--- config.mk ---
export PLATFORM = sky130hd
export DESIGN_NAME = way_fill_demux
export DESIGN_NICKNAME = d
export VERILOG_FILES = /design/src/rtl/way_fill_demux.sv
export SDC_FILE = /design/constraint.sdc
export NUM_CORES = 1
export LEC_CHECK = 0
export BUFFER_PORTS_ARGS = -buffer_cell sky130_fd_sc_hd__buf_2
export CELL_PAD_IN_SITES_DETAIL_PLACEMENT = 1
export CELL_PAD_IN_SITES_GLOBAL_PLACEMENT = 1
export CORE_MARGIN = 2
export CORE_UTILIZATION = 40
export DETAILED_ROUTE_END_ITERATION = 12
export GPL_TIMING_DRIVEN = 0
export PLACE_DENSITY = 0.83
export SYNTH_ARGS = -nofsm -noshare
export SYNTH_HDL_FRONTEND = slang
export SYNTH_SLANG_ARGS = --single-unit
--- constraint.sdc ---
create_clock -name i_clk -period 4.3 [get_ports i_clk]
set_clock_uncertainty 0.1 [all_clocks]
set_input_delay 0.645 -clock i_clk [delete_from_list [all_inputs] [get_ports i_clk]]
set_output_delay 0.645 -clock i_clk [all_outputs]
set_load 0.01 [all_outputs]
--- src/rtl/way_fill_demux.sv ---
// way_fill_demux: collects a cache-line refill arriving in beats into a line
// buffer, then writes the full line into one of 4 ways with a one-hot,
// single-cycle write enable. Every output comes from a register or is decoded
// from state, so no input reaches an output in the same cycle.
module way_fill_demux #(
   parameter int LINE_SIZE_BYTES = 64,
   parameter int BEAT_BYTES      = 8    // LINE_SIZE_BYTES/BEAT_BYTES must be an integer >= 2
) (
   input  logic                         i_clk,
   input  logic                         i_rst_n,
   input  logic                         i_fill_start,
   input  logic [3:0]                   i_way_sel,
   input  logic                         i_abort,
   input  logic                         i_beat_valid,
   output logic                         o_beat_ready,
   input  logic [BEAT_BYTES*8-1:0]      i_beat_data,
   output logic [3:0]                   o_way_we,
   output logic [LINE_SIZE_BYTES*8-1:0] o_line_data,
   output logic                         o_busy,
   output logic                         o_done,
   output logic                         o_sel_err
);

   localparam int BEATS  = LINE_SIZE_BYTES / BEAT_BYTES;
   localparam int BEAT_W = BEAT_BYTES * 8;
   localparam int CNT_W  = (BEATS > 2) ? $clog2(BEATS) : 1;

   typedef enum logic [1:0] {IDLE, COLLECT, WRITE} state_t;

   state_t                        state;
   logic [CNT_W-1:0]              count;
   logic [3:0]                    sel_q;
   logic                          sel_err_q;
   logic [BEATS-1:0][BEAT_W-1:0]  line_q;

   logic sel_onehot;
   logic beat_acc;
   logic last_beat;

   // Exactly one bit set: nonzero and clearing the lowest set bit leaves zero.
   assign sel_onehot = (i_way_sel != 4'b0000) && ((i_way_sel & (i_way_sel - 4'd1)) == 4'b0000);
   // Abort wins over a beat presented in the same cycle.
   assign beat_acc   = (state == COLLECT) && i_beat_valid && !i_abort;
   assign last_beat  = (count == CNT_W'(BEATS - 1));

   // Control FSM: target latch, beat counter, select-error pulse.
   always_ff @(posedge i_clk or negedge i_rst_n) begin
      if (!i_rst_n) begin
         state     <= IDLE;
         count     <= '0;
         sel_q     <= '0;
         sel_err_q <= 1'b0;
      end else begin
         sel_err_q <= 1'b0;
         case (state)
            IDLE: begin
               if (i_fill_start) begin
                  if (sel_onehot) begin
                     sel_q <= i_way_sel;
                     count <= '0;
                     state <= COLLECT;
                  end else begin
                     sel_err_q <= 1'b1;
                  end
               end
            end
            COLLECT: begin
               if (i_abort) begin
                  count <= '0;
                  state <= IDLE;
               end else if (beat_acc) begin
                  if (last_beat) begin
                     count <= '0;
                     state <= WRITE;
                  end else begin
                     count <= count + CNT_W'(1);
                  end
               end
            end
            WRITE:   state <= IDLE;
            default: state <= IDLE;
         endcase
      end
   end

   // Line buffer: one slice per beat, loaded when its beat index is accepted.
   for (genvar b = 0; b < BEATS; b++) begin : g_slice
      always_ff @(posedge i_clk or negedge i_rst_n) begin
         if (!i_rst_n)
            line_q[b] <= '0;
         else if (beat_acc && (count == CNT_W'(b)))
            line_q[b] <= i_beat_data;
      end
   end

   assign o_beat_ready = (state == COLLECT);
   assign o_busy       = (state != IDLE);
   assign o_done       = (state == WRITE);
   assign o_way_we     = (state == WRITE) ? sel_q : 4'b0000;
   assign o_sel_err    = sel_err_q;
   assign o_line_data  = line_q;

endmodule

==> metrics.txt <==
Finished Cell Area=approximately 0.026 mm2; number of global-route vias before repair=about 14000; first-pass GRT wire length=~93000 um; Worst EP arrival=approximately 2.8 ns; share of the synthesized area in the top cell type=between 60% and 70%; Max-cap violations=0; post-synthesis cell count=1159; DRT Pass-1 Iters=4; number of core rows=82; commonest register cell after synthesis=dfrtp_1; Final min period=approximately 2.4 ns; Worst-Skew Late Latency=0.58 ns; placed cell area=between 0.02 and 0.025 mm2; CTS H-Tree Depth=2; Mapped Area=around 0.020 mm2; input/output buffers=around 600; CP max-delay cell=dfrtp_1; pwr/cell area=532 mW/mm2; clk slew on worst S/H paths=about 0.060 ns; Layout Nets=between 1500 and 2000; syn_area_per_cell=between 15 and 20 um2; Cell Count, Final, Fillers Out=~2500; Post-synth EDFFs=0; Post-Place Worst Slack=~1.4 ns; area of the core=about 0.05 mm2; Die Y=230 um; R2R Path Start=count[0]; failing checks=hold timing; family with the most delay on the worst path=buffers and inverters; via density per instance=approximately 5.0; Root Driver=clkbuf_16; routed vias=roughly 13000; Worst Hold Slack=-0.0102 ns; TritonCTS clock tree=built; fin. max-slew vios=0; final wirelength=~62000 um; Lkg Pwr=about 15 nW; GPL Wtd Cong=between 0.7 and 0.8; io pins=just under 600; total power=13.9 mW; Worst Hold Class=input pin to asynchronous set/reset pin; synth warn=0; post-route clock period utilization=a little under three fifths; post-synth cell types=37; gr ovfl total=0; Initial Util=40.6%; relative slew slack=between 40% and 50%; initial antenna violation count=3; RSZ-0062 raised after global routing=false; Critical Path, Cell by Cell=ha_1, ha_1, nand2_1, buf_2, buf_2, mux2_2; final core utilization=about 52%; CP endpoint kind=flop; Die ar.=approximately 0.053 mm2; Setup-failing EPs final=0; Hold Buf Count CTS=0; # DRC=0; Detail Route Antenna Nets=0; Max Buffers Root-to-Sink=3; setup bufs post-CTS=0; WL per Instance=approximately 25 um; fin worst setup slack=~1.9 ns; 1st-iter DRT viols=452; die width=between 200 and 250 um; Resize count post-CTS=0; Synth area leaders=dfrtp_1, mux2_2, mux2_4; GRT Total Usage=a little under a quarter; Max Clk Rate=0.414 GHz; crit start category=flop; CTS buffer count=54; Final Hold Viols=4; placed cell count=2424; CTS Sinks=approximately 520; hpwl dp=43900 um; sequential area share after synthesis=between 60% and 70%; reg2reg end=o_line_data[462]; status=complete, but fails checks; share of layout cells above drive strength 1=roughly 68%; async set-reset flop share out of synthesis=100%; Layout area overhead=28.0%; slowest stage delay, CP=approximately 0.44 ns; VDD IR max=approximately 0.35 mV; Fill cells=around 5000; crit path buf inv count=2; Yosys top cell by area=dfrtp_1; Setup CP Type=flop to flop; #FFs+latches synth=roughly 520; Critical Path RT=~4.7 ns; syn nets=approximately 1200; r2r setup slk=1.89 ns; CP Max Fanout=11; worst slew pin tran=just under 0.8 ns; worst reg2reg path depth=6; largest net degree at the start of global routing=~120
[kinds of logic (layout without fill, tap and decap cells)]
logic type	Yosys count	after routing	share of synthesized area, %
AND/OR/NAND/NOR	39	39	1.26
AO/OA/AOI/OAI	17	17	0.583
other	0	3	0
buffers and inverters	60	747	3.05
multiplexers	512	512	30.5
adder cells (fa/ha/maj)	6	6	0.368
flip-flops	522	522	64.1
XOR/XNOR	3	3	0.129
[synth_stat cells, types with 2 or more instances]
master / instances
nand2_1: 7
inv_1: 6
nand3_1: 2
ha_1: 6
xor2_1: 2
a22o_1: 4
buf_2: 15
buf_12: 12
nand2_8: 2
nor2_1: 9
nand3_2: 4
buf_6: 23
mux2_4: 120
a211oi_1: 2
a21oi_1: 2
and2_1: 5
buf_4: 2
dfrtp_1: 522
mux2_2: 392
o21ai_0: 5
[metrics by stage]
| step | hold WS [ns] | setup TNS [ns] |
|---|---|---|
| detailed placement | 0.377 | 0 |
| global placement | 0.378 | -4008.67 |
| finish | -0.0102 | 0 |
| floorplan | 0.249 | 0 |
| global route | 0.00399 | 0 |
| CTS | 0.00164 | 0 |
[cell usage in the layout (no fill, tap or decap), types with 5 or more instances in the layout]
| cell type | instances |
|---|---|
| and2_1 | 5 |
| dfrtp_1 | 522 |
| nor2_1 | 9 |
| clkinv_2 | 5 |
| o21ai_0 | 5 |
| clkbuf_1 | 13 |
| clkbuf_16 | 55 |
| mux2_2 | 392 |
| buf_6 | 23 |
| ha_1 | 6 |
| nand2_1 | 7 |
| inv_1 | 6 |
| mux2_4 | 120 |
| buf_12 | 12 |
| buf_2 | 603 |
| clkbuf_8 | 17 |
[sequential cells by signal (all words and copies together) (netlist names)]
name	count
count	3
o_line_data	512
o_sel_err	1
sel_q	4
state	2
[layout make-up]
type                            count  area, um2  share of cell area (%)
Sequential cell                   522      13100                    50.1
Multi-Input combinational cell    577       6690                    25.7
Timing Repair Buffer              593       3070                    11.8
Clock buffer                       84       1660                    6.35
Tap cell                          672        841                    3.22
Buffer                             54        598                    2.29
Clock inverter                     10        133                   0.509
Inverter                            6       22.5                  0.0864
Antenna cell                        3       7.51                  0.0288
[worst max path at each step]
stage | from | to | cells after the start
after floorplan | i_abort | o_line_data[100] | 6
after global placement | i_rst_n | o_line_data[458] | 1
after detailed placement | i_rst_n | o_line_data[332] | 4
after CTS | count[0] | o_line_data[490] | 6
after global routing | count[0] | o_line_data[489] | 6
final | count[0] | o_line_data[462] | 6
[layer usage]
metal / part of all wire, % / track usage (%) / routed length, um
met1: 38 / 27.2 / 23800
met2: 50 / 40.4 / 31300
met3: 7.6 / 6.92 / 4720
met4: 4.0 / 9.03 / 2490
met5: 0.021 / 0 / 13
[where the power goes]
part | switching, mW | total (mW) | internal (mW) | leakage (nW)
sequential | 0.488 | 6.23 | 5.75 | 7.08
clock | 1.88 | 4.68 | 2.80 | 0.885
combinational | 1.48 | 2.96 | 1.48 | 7.06
Power figures use the tool's default switching activity.
